[config.mk]
export PLATFORM = sky130hd
export DESIGN_NAME = bp_be_stride_pf_sched
export DESIGN_NICKNAME = d
export VERILOG_FILES = /design/src/rtl/bp_be_stride_pf_sched.sv
export SDC_FILE = /design/constraint.sdc
export NUM_CORES = 1
export LEC_CHECK = 0
export CAP_MARGIN = 10
export CELL_PAD_IN_SITES_DETAIL_PLACEMENT = 0
export CELL_PAD_IN_SITES_GLOBAL_PLACEMENT = 1
export CORE_MARGIN = 2
export CORE_UTILIZATION = 40
export DETAILED_ROUTE_END_ITERATION = 7
export GPL_TIMING_DRIVEN = 0
export PLACE_DENSITY_LB_ADDON = 0.1
export SLEW_MARGIN = 20
export SYNTH_ARGS = -nofsm -noshare
export SYNTH_HDL_FRONTEND = slang
export SYNTH_SLANG_ARGS = --single-unit
export TNS_END_PERCENT = 1
[constraint.sdc]
create_clock -name clk_i -period 8.2 [get_ports clk_i]
set_input_delay 1.64 -clock clk_i [delete_from_list [all_inputs] [get_ports clk_i]]
set_output_delay 1.64 -clock clk_i [all_outputs]
set_load 0.01 [all_outputs]
[src/rtl/bp_be_stride_pf_sched.sv]
// Stride prefetch scheduler: tracks confirmed-stride streams from the RPT and issues
// round-robin prefetches to the D$ prefetch port. Optional macro: BP_BE_PF_PAGE_BOUND_EN.
module bp_be_stride_pf_sched #(
    parameter int vaddr_width_p  = 39,
    parameter int stride_width_p = 8,
    parameter int streams_p      = 4,
    parameter int degree_p       = 4,
    parameter int pc_tag_width_p = 12
) (
    input  logic                      clk_i,
    input  logic                      reset_n_i,
    input  logic                      train_v_i,
    input  logic [vaddr_width_p-1:0]  train_pc_i,
    input  logic [vaddr_width_p-1:0]  train_addr_i,
    input  logic [stride_width_p-1:0] train_stride_i,
    input  logic                      flush_i,
    input  logic                      demand_v_i,
    output logic                      pf_v_o,
    output logic [vaddr_width_p-1:0]  pf_addr_o,
    input  logic                      pf_ready_i,
    output logic                      busy_o
);

    localparam int                  idx_w_lp   = $clog2(streams_p);
    localparam logic [3:0]          degree_lp  = 4'(degree_p);
    localparam logic [idx_w_lp-1:0] one_idx_lp = idx_w_lp'(1);
    localparam logic [idx_w_lp-1:0] zero_idx_lp = idx_w_lp'(0);

    // Returns {found, index} of the first set bit of vec at or after start, wrapping.
    function automatic logic [idx_w_lp:0] first_set(input logic [streams_p-1:0] vec,
                                                    input logic [idx_w_lp-1:0]  start);
        logic                found;
        logic [idx_w_lp-1:0] idx;
        logic [idx_w_lp-1:0] pick;
        found = 1'b0;
        pick  = start;
        for (int k = 0; k < streams_p; k++) begin
            idx = start + idx_w_lp'(k);
            if (!found && vec[idx]) begin
                found = 1'b1;
                pick  = idx;
            end
        end
        return {found, pick};
    endfunction

    logic [streams_p-1:0]      v_r, v_n_s, v_fin_s;
    logic [pc_tag_width_p-1:0] tag_r    [streams_p];
    logic [pc_tag_width_p-1:0] tag_n_s  [streams_p];
    logic [vaddr_width_p-1:0]  addr_r   [streams_p];
    logic [vaddr_width_p-1:0]  addr_n_s [streams_p];
    logic [vaddr_width_p-1:0]  stride_r [streams_p];
    logic [vaddr_width_p-1:0]  stride_n_s [streams_p];
    logic [3:0]                rem_r    [streams_p];
    logic [3:0]                rem_n_s  [streams_p];
`ifdef BP_BE_PF_PAGE_BOUND_EN
    logic [vaddr_width_p-13:0] page_r   [streams_p];
    logic [vaddr_width_p-13:0] page_n_s [streams_p];
`endif

    logic [idx_w_lp-1:0]      rr_r, rr_n_s, victim_r, victim_n_s;
    logic                     pf_v_r, pf_v_n_s;
    logic [vaddr_width_p-1:0] pf_addr_r, pf_addr_n_s;
    logic                     busy_r, busy_n_s;

    logic [pc_tag_width_p-1:0] train_tag_s;
    logic [vaddr_width_p-1:0]  train_stride_ext_s;
    logic [streams_p-1:0]      hit_vec_s;
    logic [idx_w_lp:0]         hit_sel_s, inv_sel_s, win_sel_s;
    logic [idx_w_lp-1:0]       win_idx_s, train_idx_s;
    logic                      train_fire_s, alloc_full_s;
    logic                      slot_free_s, launch_try_s, page_cross_s, launch_s, kill_s;
    logic                      unused_pc_s;

    assign train_tag_s        = train_pc_i[pc_tag_width_p-1:0];
    assign unused_pc_s        = ^train_pc_i[vaddr_width_p-1:pc_tag_width_p];
    assign train_stride_ext_s = {{(vaddr_width_p-stride_width_p){train_stride_i[stride_width_p-1]}},
                                 train_stride_i};

    // Tag comparison against every valid entry.
    always_comb begin
        for (int i = 0; i < streams_p; i++) begin
            hit_vec_s[i] = v_r[i] & (tag_r[i] == train_tag_s);
        end
    end

    assign hit_sel_s    = first_set(hit_vec_s, zero_idx_lp);
    assign inv_sel_s    = first_set(~v_r, zero_idx_lp);
    assign win_sel_s    = first_set(v_r, rr_r);
    assign win_idx_s    = win_sel_s[idx_w_lp-1:0];

    assign train_fire_s = train_v_i & (train_stride_i != '0) & ~flush_i;
    assign alloc_full_s = ~hit_sel_s[idx_w_lp] & ~inv_sel_s[idx_w_lp];
    assign train_idx_s  = hit_sel_s[idx_w_lp] ? hit_sel_s[idx_w_lp-1:0] :
                          inv_sel_s[idx_w_lp] ? inv_sel_s[idx_w_lp-1:0] : victim_r;

    assign slot_free_s  = ~pf_v_r | pf_ready_i;
    assign launch_try_s = slot_free_s & ~demand_v_i & ~flush_i & win_sel_s[idx_w_lp];

`ifdef BP_BE_PF_PAGE_BOUND_EN
    assign page_cross_s = (addr_r[win_idx_s][vaddr_width_p-1:12] != page_r[win_idx_s]);
`else
    assign page_cross_s = 1'b0;
`endif

    // A page-crossing winner is retired without issuing anything.
    assign launch_s = launch_try_s & ~page_cross_s;
    assign kill_s   = launch_try_s & page_cross_s;

    // Stream table next state: launch update first, training write overrides it.
    always_comb begin
        v_n_s = v_r;
        for (int i = 0; i < streams_p; i++) begin
            tag_n_s[i]    = tag_r[i];
            addr_n_s[i]   = addr_r[i];
            stride_n_s[i] = stride_r[i];
            rem_n_s[i]    = rem_r[i];
`ifdef BP_BE_PF_PAGE_BOUND_EN
            page_n_s[i]   = page_r[i];
`endif
        end
        rr_n_s     = rr_r;
        victim_n_s = victim_r;

        if (launch_s) begin
            addr_n_s[win_idx_s] = addr_r[win_idx_s] + stride_r[win_idx_s];
            rem_n_s[win_idx_s]  = rem_r[win_idx_s] - 4'd1;
            v_n_s[win_idx_s]    = (rem_r[win_idx_s] != 4'd1);
            rr_n_s              = win_idx_s + one_idx_lp;
        end else if (kill_s) begin
            v_n_s[win_idx_s]    = 1'b0;
            rr_n_s              = win_idx_s + one_idx_lp;
        end else begin
            rr_n_s              = rr_r;
        end

        if (train_fire_s) begin
            v_n_s[train_idx_s]      = 1'b1;
            tag_n_s[train_idx_s]    = train_tag_s;
            addr_n_s[train_idx_s]   = train_addr_i + train_stride_ext_s;
            stride_n_s[train_idx_s] = train_stride_ext_s;
            rem_n_s[train_idx_s]    = degree_lp;
`ifdef BP_BE_PF_PAGE_BOUND_EN
            page_n_s[train_idx_s]   = train_addr_i[vaddr_width_p-1:12];
`endif
            victim_n_s = alloc_full_s ? (victim_r + one_idx_lp) : victim_r;
        end else begin
            victim_n_s = victim_r;
        end

        v_fin_s = flush_i ? '0 : v_n_s;
    end

    // Issue slot next state; a pending request only leaves by handshake or flush.
    always_comb begin
        pf_v_n_s    = pf_v_r;
        pf_addr_n_s = pf_addr_r;
        if (flush_i) begin
            pf_v_n_s    = 1'b0;
        end else if (launch_s) begin
            pf_v_n_s    = 1'b1;
            pf_addr_n_s = addr_r[win_idx_s];
        end else if (pf_v_r & pf_ready_i) begin
            pf_v_n_s    = 1'b0;
        end else begin
            pf_v_n_s    = pf_v_r;
        end
        busy_n_s = (|v_fin_s) | pf_v_n_s;
    end

    // State registers.
    always_ff @(posedge clk_i or negedge reset_n_i) begin
        if (!reset_n_i) begin
            v_r       <= '0;
            rr_r      <= '0;
            victim_r  <= '0;
            pf_v_r    <= 1'b0;
            pf_addr_r <= '0;
            busy_r    <= 1'b0;
            for (int i = 0; i < streams_p; i++) begin
                tag_r[i]    <= '0;
                addr_r[i]   <= '0;
                stride_r[i] <= '0;
                rem_r[i]    <= 4'd0;
`ifdef BP_BE_PF_PAGE_BOUND_EN
                page_r[i]   <= '0;
`endif
            end
        end else begin
            v_r       <= v_fin_s;
            rr_r      <= rr_n_s;
            victim_r  <= victim_n_s;
            pf_v_r    <= pf_v_n_s;
            pf_addr_r <= pf_addr_n_s;
            busy_r    <= busy_n_s;
            for (int i = 0; i < streams_p; i++) begin
                tag_r[i]    <= tag_n_s[i];
                addr_r[i]   <= addr_n_s[i];
                stride_r[i] <= stride_n_s[i];
                rem_r[i]    <= rem_n_s[i];
`ifdef BP_BE_PF_PAGE_BOUND_EN
                page_r[i]   <= page_n_s[i];
`endif
            end
        end
    end

    assign pf_v_o    = pf_v_r;
    assign pf_addr_o = pf_addr_r;
    assign busy_o    = busy_r;

endmodule

Word level (Yosys, flattened, before mapping)
Index checks and enable logic that the tools add are counted.
Widths: inputs -> output; s select.
- flip-flop bits (word level): 425
- logic and storage cells: 168
- add/subtract/negate cells: 8
- order comparisons: 12
- equality and inequality tests: 5
- multiplexer cells: 70
- bitwise operators: 25
- reductions and logical operators: 26
- operators by type and width (operator ; count):
    $bwmux 156 ; 3
    $mux 156 ; 2
    $mux 39 ; 6
    $bmux 39 s2 ; 2
    $demux 39 s2 ; 2
    $add 39x39->39 ; 2
    $bwmux 48 ; 1
    $eq 12x12->1 ; 4
    $mux 16 ; 2
    $mux 4 ; 7
    $demux 12 s2 ; 1
    $mux 1 ; 23
    $lt 2x3->1 const B ; 6
    $mux 2 ; 9
    $bwmux 16 ; 1
    $demux 4 s2 ; 2
    $logic_and 1x1->1 ; 13
    $and 12x12->12 ; 1
    $mux 12 ; 1
    $not 12->12 ; 1
    $and 1x1->1 ; 11
    $logic_not 1->1 ; 9
    $bmux 1 s2 ; 4
    $bmux 4 s2 ; 1
    17 further kinds ; 32

Depth between registers and ports, before layout
Gate-level depths: netlist of run 1.
- depth after elaboration: 24
- mapped depth: 23
- mapped depth without buffers: 19

Worst setup path after synthesis of run 1
No wires, ideal clock.
- kind: register to register
- start: register v_r[0]
- end: register addr_r[149] in the netlist's numbering
- library setup time: 0.144 ns
- arrival: 6.072 ns
- required time: 8.056 ns
- slack: 1.985 ns
- stages on the path, launching flop included: 24
- path buffers: 4
- clock period less this slack: 6.215 ns
- cell sequence: dfrtp_1 nor2b_1 a21o_1 o21ai_4 buf_2 buf_2 buf_1 buf_1 mux4_2 ha_1 fa_1 a21oi_1 nor2_1 nor2_1 inv_1 maj3_2 a41oi_4 o31ai_4 a41oi_4 o31ai_2 a41o_1 a32o_2 xnor2_2 o221ai_1
- RTL lines (element ; RTL line ; RTL):
    from (decl) ; 47 ; logic [streams_p-1:0] v_r, v_n_s, v_fin_s;
    from (signal assigned) ; 190 ; v_r <= v_fin_s;
    to (signal, indexed assignment) ; 198 ; addr_r[i] <= addr_n_s[i];
    to (decl) ; 50 ; logic [vaddr_width_p-1:0] addr_r [streams_p];

==> results of run 1 <==
per-layer routing:
layer | wire length [um] | vias up | track usage, %
li1 | - | 7717 | -
met1 | 31900 | 8425 | 42.4
met2 | 32600 | 780 | 47.1
met3 | 6020 | 169 | 5.24
met4 | 2900 | 0 | 11.4
met5 | 0 | - | 0
stage by stage:
stage	TNS [ns]	power, uW
final	0	10500
after global routing	0	11200
after CTS	0	10400
after detailed placement	0	8670
after global placement	-2567.20	8620
after floorplan	0	6560
state kept, by name, summed over array words and instances (netlist names):
name	count
addr_r	156
victim_r	2
v_r	4
pf_v_o	1
tag_r	48
rem_r	16
pf_addr_o	39
busy_o	1
rr_r	2
stride_r	32
worst max-delay path, cell delays in order, from the launching register on:
cell                       delay [ns]
sky130_fd_sc_hd__dfrtp_1         0.54
sky130_fd_sc_hd__nand2b_1        0.17
sky130_fd_sc_hd__a22oi_2         0.09
sky130_fd_sc_hd__o221ai_4        0.65
sky130_fd_sc_hd__buf_2           0.51
sky130_fd_sc_hd__buf_2           0.44
sky130_fd_sc_hd__buf_2           0.57
sky130_fd_sc_hd__clkbuf_2        0.52
sky130_fd_sc_hd__mux4_2          0.43
sky130_fd_sc_hd__ha_1            0.24
sky130_fd_sc_hd__fa_1            0.45
sky130_fd_sc_hd__a21oi_1         0.23
sky130_fd_sc_hd__nor2_1          0.06
sky130_fd_sc_hd__nor2_1          0.25
sky130_fd_sc_hd__inv_1           0.13
sky130_fd_sc_hd__maj3_2          0.37
sky130_fd_sc_hd__a21oi_1         0.35
sky130_fd_sc_hd__o22ai_1         0.24
sky130_fd_sc_hd__o211ai_1        0.43
sky130_fd_sc_hd__a21oi_1         0.14
sky130_fd_sc_hd__o21ba_2         0.26
sky130_fd_sc_hd__o21ai_1         0.07
sky130_fd_sc_hd__xnor2_1         0.39
sky130_fd_sc_hd__o221ai_1        0.21
final timing paths:
kind	end	slack, ns
min in group asynchronous	pf_addr_o[17]	0.96
max in group asynchronous	tag_r[36]	5.94
min	stride_r[84]	0.47
max	addr_r[116]	0.28
max reg2reg	addr_r[116]	0.28
min reg2reg	stride_r[84]	0.47
cell usage in the layout (no fill, tap or decap), drive strengths merged, types with 11 or more instances in the layout:
cell type	n
nand2	491
dfrtp	301
o21ai	177
clkbuf	164
a21oi	137
nor2	120
clkdlybuf4s50	91
xnor2	87
ha	66
nand3	51
mux4	51
xor2	48
o211ai	46
mux2	46
buf	44
inv	39
a21o	36
a31oi	34
nor3	20
nand4	17
and3	16
nand2b	15
a211oi	15
and2	14
nor4	12
or3	12
mux2i	12
nor2b	11
layout make-up:
class | count | area, sq um
plain buffers | 143 | 564
fillers | 4607 | 24600
diodes | 1 | 2.50
multi-input cells | 1636 | 10600
well taps | 607 | 759
inverters | 38 | 143
clock buffers | 58 | 1110
clock inverters | 8 | 97.6
repair buffers | 98 | 1040
flip-flops and latches | 301 | 7530
cell families after synthesis:
logic type	Yosys count
and+or+nand+nor	794
AOI/OAI and AO/OA	525
DFF	301
buffers and inverters	181
xor gates and xnor gates	135
muxes	109
adders and majority gates	73
timing repair:
item                                   CTS  global route
buffers inserted                         0             1
pin swaps                                0             1
gates resized for setup                  1             4
endpoints found under the hold margin    0             0
setup endpoints to repair                1            32
power by group through the flow:
| stage | sequential [uW] | clock, uW | combinational, uW |
|---|---|---|---|
| global route | 2420 | 1760 | 6980 |
| floorplan | 2330 | 0 | 4230 |
| detailed placement | 2370 | 0 | 6290 |
| global placement | 2360 | 0 | 6260 |
| finish | 2360 | 1680 | 6480 |
| CTS | 2350 | 1700 | 6340 |
==> metrics.json, run 1 <==
{
  "outcome": "finished clean",
  "synth_sequential_area_ratio_pct": 40.1,
  "power_switching_uw": 5160,
  "timing.slew.headroom_pct": 24.2,
  "grt_pass1_vias": 16800,
  "final_min_period_over_clock_period_pct": 96.5,
  "cts-hold-fix-buffers": 0,
  "total_number_of_clock_tree_sinks": 301,
  "power_frac_comb_pct": 61.6,
  "static-leakage-power_uw": 0.00945,
  "syn_inst": 2118,
  "avgRoutedWirePerCell_um": 25.4,
  "reg2reg_depth": 23,
  "grt_antenna_before_repair": 0,
  "maximum_number_of_pins_on_one_net_before_global_route_repair": 92,
  "timing.rr.start": "v_r[0]",
  "drt-initial-drc-count": 2073,
  "global_route.overflow_total": 0,
  "numCtsBuffers": 37,
  "rsz0062_at_grt": "false",
  "final_skew_ns": 0.0217,
  "die_area_sq_mm": 0.0487,
  "cell_area_after_layout_sq_mm": 0.0218,
  "worstSkewPairLatency_ns": 0.57,
  "fin_cells": 2890,
  "synth_top_area_cell": "sky130_fd_sc_hd__dfrtp_1",
  "sequentialPowerShare_pct": 22.4,
  "power.switching_fraction_pct": 49.0,
  "worstMarginPinSlew_ns": 1.14,
  "synth_edf_count": 0,
  "most_frequent_cell_after_synthesis": "sky130_fd_sc_hd__nand2_1",
  "power.ir.vdd_worst_uv": 262,
  "finalHoldViolCount": 0,
  "asyncSetResetFlopFracSynth_pct": 100,
  "vias": 17100,
  "routabilityCongestion": 0.909,
  "design.core.area_sq_mm": 0.0465,
  "maxSlewViolCount": 0,
  "placed_cells_incl_taps": 2822,
  "synth.top_cells.by_area": "sky130_fd_sc_hd__dfrtp_1 (40%), sky130_fd_sc_hd__nand2_1 (9.8%), sky130_fd_sc_hd__mux4_2 (5.5%), sky130_fd_sc_hd__o21ai_0 (4.5%), sky130_fd_sc_hd__ha_1 (4.4%)",
  "max-cap-violations": 0,
  "internal-power_uw": 5370,
  "design.final.nets": 2415,
  "netlist_top_cells_count": "sky130_fd_sc_hd__nand2_1 (491), sky130_fd_sc_hd__dfrtp_1 (301), sky130_fd_sc_hd__o21ai_0 (168)",
  "detailedPlacementHpwl_um": 52100,
  "clk_pin_slew_ns": 0.06,
  "final.hold.worst_slack_ns": 0.470,
  "post-route-drc-count": 0,
  "buffer_ports.inserted": 93,
  "cts_root_buffer": "sky130_fd_sc_hd__clkbuf_16",
  "finalCoreUtilization_pct": 46.9,
  "clock_tree.htree_level_count": 2,
  "detailed_place.area_sq_mm": 0.0206,
  "min_path_type": "register to register",
  "worst-path-max-fanout": 10,
  "global_route.usage.total_pct": 30.4,
  "clock_path_buffers": 3,
  "synth_mux_area_share_pct": 9.61,
  "timing.critical_path.arrival_ns": 8.32,
  "die_y_um": 221,
  "synth_top_family_by_area": "simple AND/OR/NAND/NOR gates",
  "power.density_mw_per_mm2": 483,
  "synth_fp_nets": 2278,
  "ant_nets": 0,
  "power.clock.fraction_pct": 16.0,
  "cts_tree": "built",
  "min_from": "stride_r[84]",
  "finalSetupViolCount": 0,
  "area_growth_pct": 16.1,
  "final_layout_size_suffix_gt1_share_pct": 8.59,
  "synth_compound_area_share_pct": 17.4,
  "synthesis.yosys.warnings": 0,
  "crit_start": "v_r[0]",
  "floorplan.rows": 79,
  "routed_wirelength_um": 73300,
  "routed_via_density": 5.91,
  "worstSetupEndpointType": "register",
  "timing.final.crit_period_ns": 7.92,
  "synth-adder-area-share_pct": 4.88,
  "synth-seq-cells": 301,
  "die_x_um": 221,
  "simple_logic_cell_fraction_of_the_synthesized_area_pct": 18.0,
  "postSynth.topFlopCell": "sky130_fd_sc_hd__dfrtp_1",
  "drt-pass1-iter-count": 6,
  "worst_slack_ns": 0.283,
  "initial_utilization_pct": 40.4,
  "startpoint_type": "register",
  "achievable-frequency_mhz": 126,
  "synthXorXnorAreaFrac_pct": 6.33,
  "postSynthAreaPerCell_sq_um": 8.87,
  "global_route_wire_length_before_repair_um": 108000,
  "yosys.cell_types.count": 73,
  "synth_largest_type_area_fraction_pct": 40.1,
  "top_level_ports": 133,
  "syn-cell-area_sq_mm": 0.0188,
  "timing_worst_setup_path_type": "register to register",
  "preCtsSetupSlack_ns": 0.0121,
  "timing.critical_path.required_ns": 8.61,
  "hold-path-cell-count": 2
}
Power figures use the tool's default switching activity.
==> inputs of run 2 (changes only) <==
--- a/config.mk
+++ b/config.mk
@@ -13,7 +13,7 @@
 export DETAILED_ROUTE_END_ITERATION = 7
 export GPL_TIMING_DRIVEN = 0
 export PLACE_DENSITY_LB_ADDON = 0.1
-export SLEW_MARGIN = 20
+export SLEW_MARGIN = 5
 export SYNTH_ARGS = -nofsm -noshare
 export SYNTH_HDL_FRONTEND = slang
 export SYNTH_SLANG_ARGS = --single-unit
==> metrics.json, run 2 (synthesized netlist as in run 1, its figures left out) <==
{
  "clock_path_buffers": {"value": 3, "change": "unchanged"},
  "most_frequent_cells_in_the_layout": "sky130_fd_sc_hd__nand2_1 (491), sky130_fd_sc_hd__dfrtp_1 (301), sky130_fd_sc_hd__o21ai_0 (168)",
  "finalSetupViolCount": {"value": 0, "change": "unchanged"},
  "timing.final.crit_period": {"value": 7.75, "unit": "ns", "change": "-0.166 ns"},
  "post-route-drc-count": {"value": 0, "change": "unchanged"},
  "global_route.usage.total": {"value": 30.1, "unit": "%", "change": "-0.22 points"},
  "startpoint_type": "register",
  "max-cap-violations": {"value": 0, "change": "unchanged"},
  "worst-path-max-fanout": {"value": 16, "change": "+6"},
  "cp_slowest_cell": "sky130_fd_sc_hd__mux4_2",
  "design.core.area": {"value": 0.0465, "unit": "sq mm", "change": "unchanged"},
  "maximum_number_of_pins_on_one_net_before_global_route_repair": {"value": 104, "change": "+13%"},
  "worstSetupEndpointType": "register",
  "power.density": {"value": 485, "unit": "mW/mm^2", "change": "+0.53%"},
  "clk_pin_slew": {"value": 0.06, "unit": "ns", "change": "about the same"},
  "detailedPlacementHpwl": {"value": 52100, "unit": "um", "change": "+0.12%"},
  "worst_slack": {"value": 0.449, "unit": "ns", "change": "+0.166 ns"},
  "timing.critical_path.arrival": {"value": 8.17, "unit": "ns", "change": "-0.15 ns"},
  "die_area": {"value": 0.0487, "unit": "sq mm", "change": "unchanged"},
  "largest_reg_flops": {"value": 156, "change": "unchanged"},
  "die_x": {"value": 221, "unit": "um", "change": "unchanged"},
  "slowest_delay": {"value": 0.55, "unit": "ns", "change": "-0.10 ns"},
  "maxSlewViolCount": {"value": 0, "change": "unchanged"},
  "final_layout_size_suffix_gt1_share": {"value": 8.67, "unit": "%", "change": "+0.080 points"},
  "numCtsBuffers": {"value": 38, "change": "+2.7%"},
  "design.final.nets": {"value": 2417, "change": "+0.083%"},
  "sequentialPowerShare": {"value": 22.2, "unit": "%", "change": "-0.2 points"},
  "achievable-frequency": {"value": 129, "unit": "MHz", "change": "+2.1%"},
  "multiInputGateArea": {"value": 0.0106, "unit": "sq mm", "change": "about the same"},
  "min_path_type": "register to register",
  "final.hold.worst_slack": {"value": 0.469, "unit": "ns", "change": "-0.000205 ns"},
  "fillerInstances": {"value": 4537, "change": "-1.5%"},
  "ant_nets": {"value": 0, "change": "unchanged"},
  "buffer_ports.inserted": {"value": 93, "change": "unchanged"},
  "power_switching": {"value": 5170, "unit": "uW", "change": "+0.11%"},
  "grt_antenna_before_repair": {"value": 0, "change": "unchanged"},
  "preCtsSetupSlack": {"value": -0.447, "unit": "ns", "change": "-0.459 ns"},
  "final_skew": {"value": 0.0501, "unit": "ns", "change": "+0.0284 ns"},
  "path_common_cell": "sky130_fd_sc_hd__a21oi_1",
  "worstMarginPinSlew": {"value": 1.23, "unit": "ns", "change": "+0.0930 ns"},
  "static-leakage-power": {"value": 0.00949, "unit": "uW", "change": "+0.33%"},
  "power.clock.fraction": {"value": 16.8, "unit": "%", "change": "+0.8 points"},
  "largest-register": "addr_r",
  "power.switching_fraction": {"value": 48.6, "unit": "%", "change": "-0.40 points"},
  "timing.critical_path.required": {"value": 8.62, "unit": "ns", "change": "about the same"},
  "power_frac_comb": {"value": 61.0, "unit": "%", "change": "-0.6 points"},
  "initial_utilization": {"value": 40.4, "unit": "%", "change": "unchanged"},
  "drt-pass1-iter-count": {"value": 7, "change": "+1"},
  "floorplan.rows": {"value": 79, "change": "unchanged"},
  "outcome": "finished clean",
  "drt-initial-drc-count": {"value": 1837, "change": "-11%"},
  "top_level_ports": {"value": 133, "change": "unchanged"},
  "report.power.total": {"value": 10600, "unit": "uW", "change": "+0.94%"},
  "routed_via_density": {"value": 5.93, "change": "+0.23%"},
  "timing_worst_setup_path_type": "register to register",
  "seqCellArea": {"value": 0.00753, "unit": "sq mm", "change": "unchanged"},
  "area_growth_pct": 16.6,
  "total_number_of_clock_tree_sinks": {"value": 301, "change": "unchanged"},
  "routed_wirelength": {"value": 73200, "unit": "um", "change": "-0.17%"},
  "timing.slew.headroom": {"value": 18.0, "unit": "%", "change": "-6.2 points"},
  "global_route.overflow_total": {"value": 0, "change": "unchanged"},
  "worstSkewPairLatency": {"value": 0.58, "unit": "ns", "change": "about the same"},
  "final_min_period_over_clock_period": {"value": 94.5, "unit": "%", "change": "-2.0 points"},
  "global_route_wire_length_before_repair": {"value": 108000, "unit": "um", "change": "-0.50%"},
  "power.ir.vdd_worst": {"value": 322, "unit": "uV", "change": "+23%"},
  "avgRoutedWirePerCell": {"value": 25.3, "unit": "um", "change": "-0.24%"},
  "grt_pass1_vias": {"value": 16700, "change": "-0.48%"},
  "routabilityCongestion": {"value": 0.909, "change": "unchanged"},
  "cts_tree": "built",
  "cts_root_buffer": "sky130_fd_sc_hd__clkbuf_16",
  "vias": {"value": 17100, "change": "+0.30%"},
  "rsz0062_at_grt": "false",
  "clock_tree.htree_level_count": {"value": 2, "change": "unchanged"},
  "layout.cells.most_common": "sky130_fd_sc_hd__nand2_1",
  "finalHoldViolCount": {"value": 0, "change": "unchanged"},
  "cp_cell_sequence": "nor2b_1 > a21o_1 > o21ai_4 > buf_2 > buf_2 > buf_1 > buf_8 > mux4_2 > ha_1 > fa_1 > a21oi_1 > nor2_1 > nor2_1 > inv_1 > maj3_2 > a21oi_1 > o22ai_1 > o211ai_1 > a21oi_1 > o21ba_2 > o21ai_1 > xnor2_1 > o221ai_1",
  "setup_total_negative_slack": {"value": 0, "unit": "ns", "change": "unchanged"},
  "die_y": {"value": 221, "unit": "um", "change": "unchanged"},
  "internal-power": {"value": 5460, "unit": "uW", "change": "+1.7%"}
}
## run 2: per-layer routing
metal | GRT usage [%] | up-vias | share of wire, %
met5 | 0 | - | 0
met4 | 9.98 | 0 | 3.1
met3 | 6.39 | 137 | 9.0
met2 | 46.9 | 807 | 45
met1 | 41.8 | 8486 | 43
li1 | - | 7712 | -
## run 2: repair_timing
action / CTS / global route
endpoints found under the hold margin: 0 / 0
setup buffers: 0 / 2
hold buffers: 0 / 0
endpoints found under the setup margin: 49 / 12
gates resized for setup: 1 / 0
pin swaps: 0 / 1
## run 2: power groups by stage
stage	combinational, uW	sequential (uW)	clock (uW)
2_1_floorplan	4230	2330	0
3_3_place_gp	6260	2360	0
3_5_place_dp	6310	2370	0
4_1_cts	6340	2350	1800
5_1_grt	6960	2420	1860
6_report	6480	2360	1780
## run 2: worst max-delay path, delay by kind of cell, from the launching register on
| kind | cells | cell delay (ns) |
|---|---|---|
| AOI/OAI and AO/OA | 10 | 2.67 |
| buffers and inverters | 5 | 1.89 |
| xor gates and xnor gates | 1 | 0.39 |
| and+or+nand+nor | 3 | 0.50 |
| DFF | 1 | 0.49 |
| adders and majority gates | 3 | 1.06 |
| muxes | 1 | 0.55 |
## run 2: path summary, 6_finish.rpt
check                             start             to  slack [ns]  cells past startpoint
setup / recovery                 v_r[0]    addr_r[116]        0.45                     23
hold / removal             stride_r[43]   stride_r[43]        0.47                      2
setup reg to reg                 v_r[0]    addr_r[116]        0.45                     23
hold reg to reg            stride_r[43]   stride_r[43]        0.47                      2
max in group asynchronous     reset_n_i      tag_r[42]        5.98                      2
min in group asynchronous     reset_n_i  pf_addr_o[17]        1.13                      1
## run 2: cell type report
cell class	instances	area share (%)
flip-flops and latches	301	34.4
clock inverters	16	1.07
well taps	607	3.47
diodes	1	0.0114
plain buffers	141	2.49
repair buffers	101	4.87
inverters	38	0.651
multi-input cells	1636	48.2
clock buffers	51	4.84
## run 2: per-stage QoR
stage               area (sq um)  instances  util [%]
floorplan                  18800       2118         -
global placement           20500       2818      44.1
detailed placement         20600       2823      44.3
CTS                        21900       2888      47.1
global route               21900       2891      47.1
finish                     21900       2892      47.1
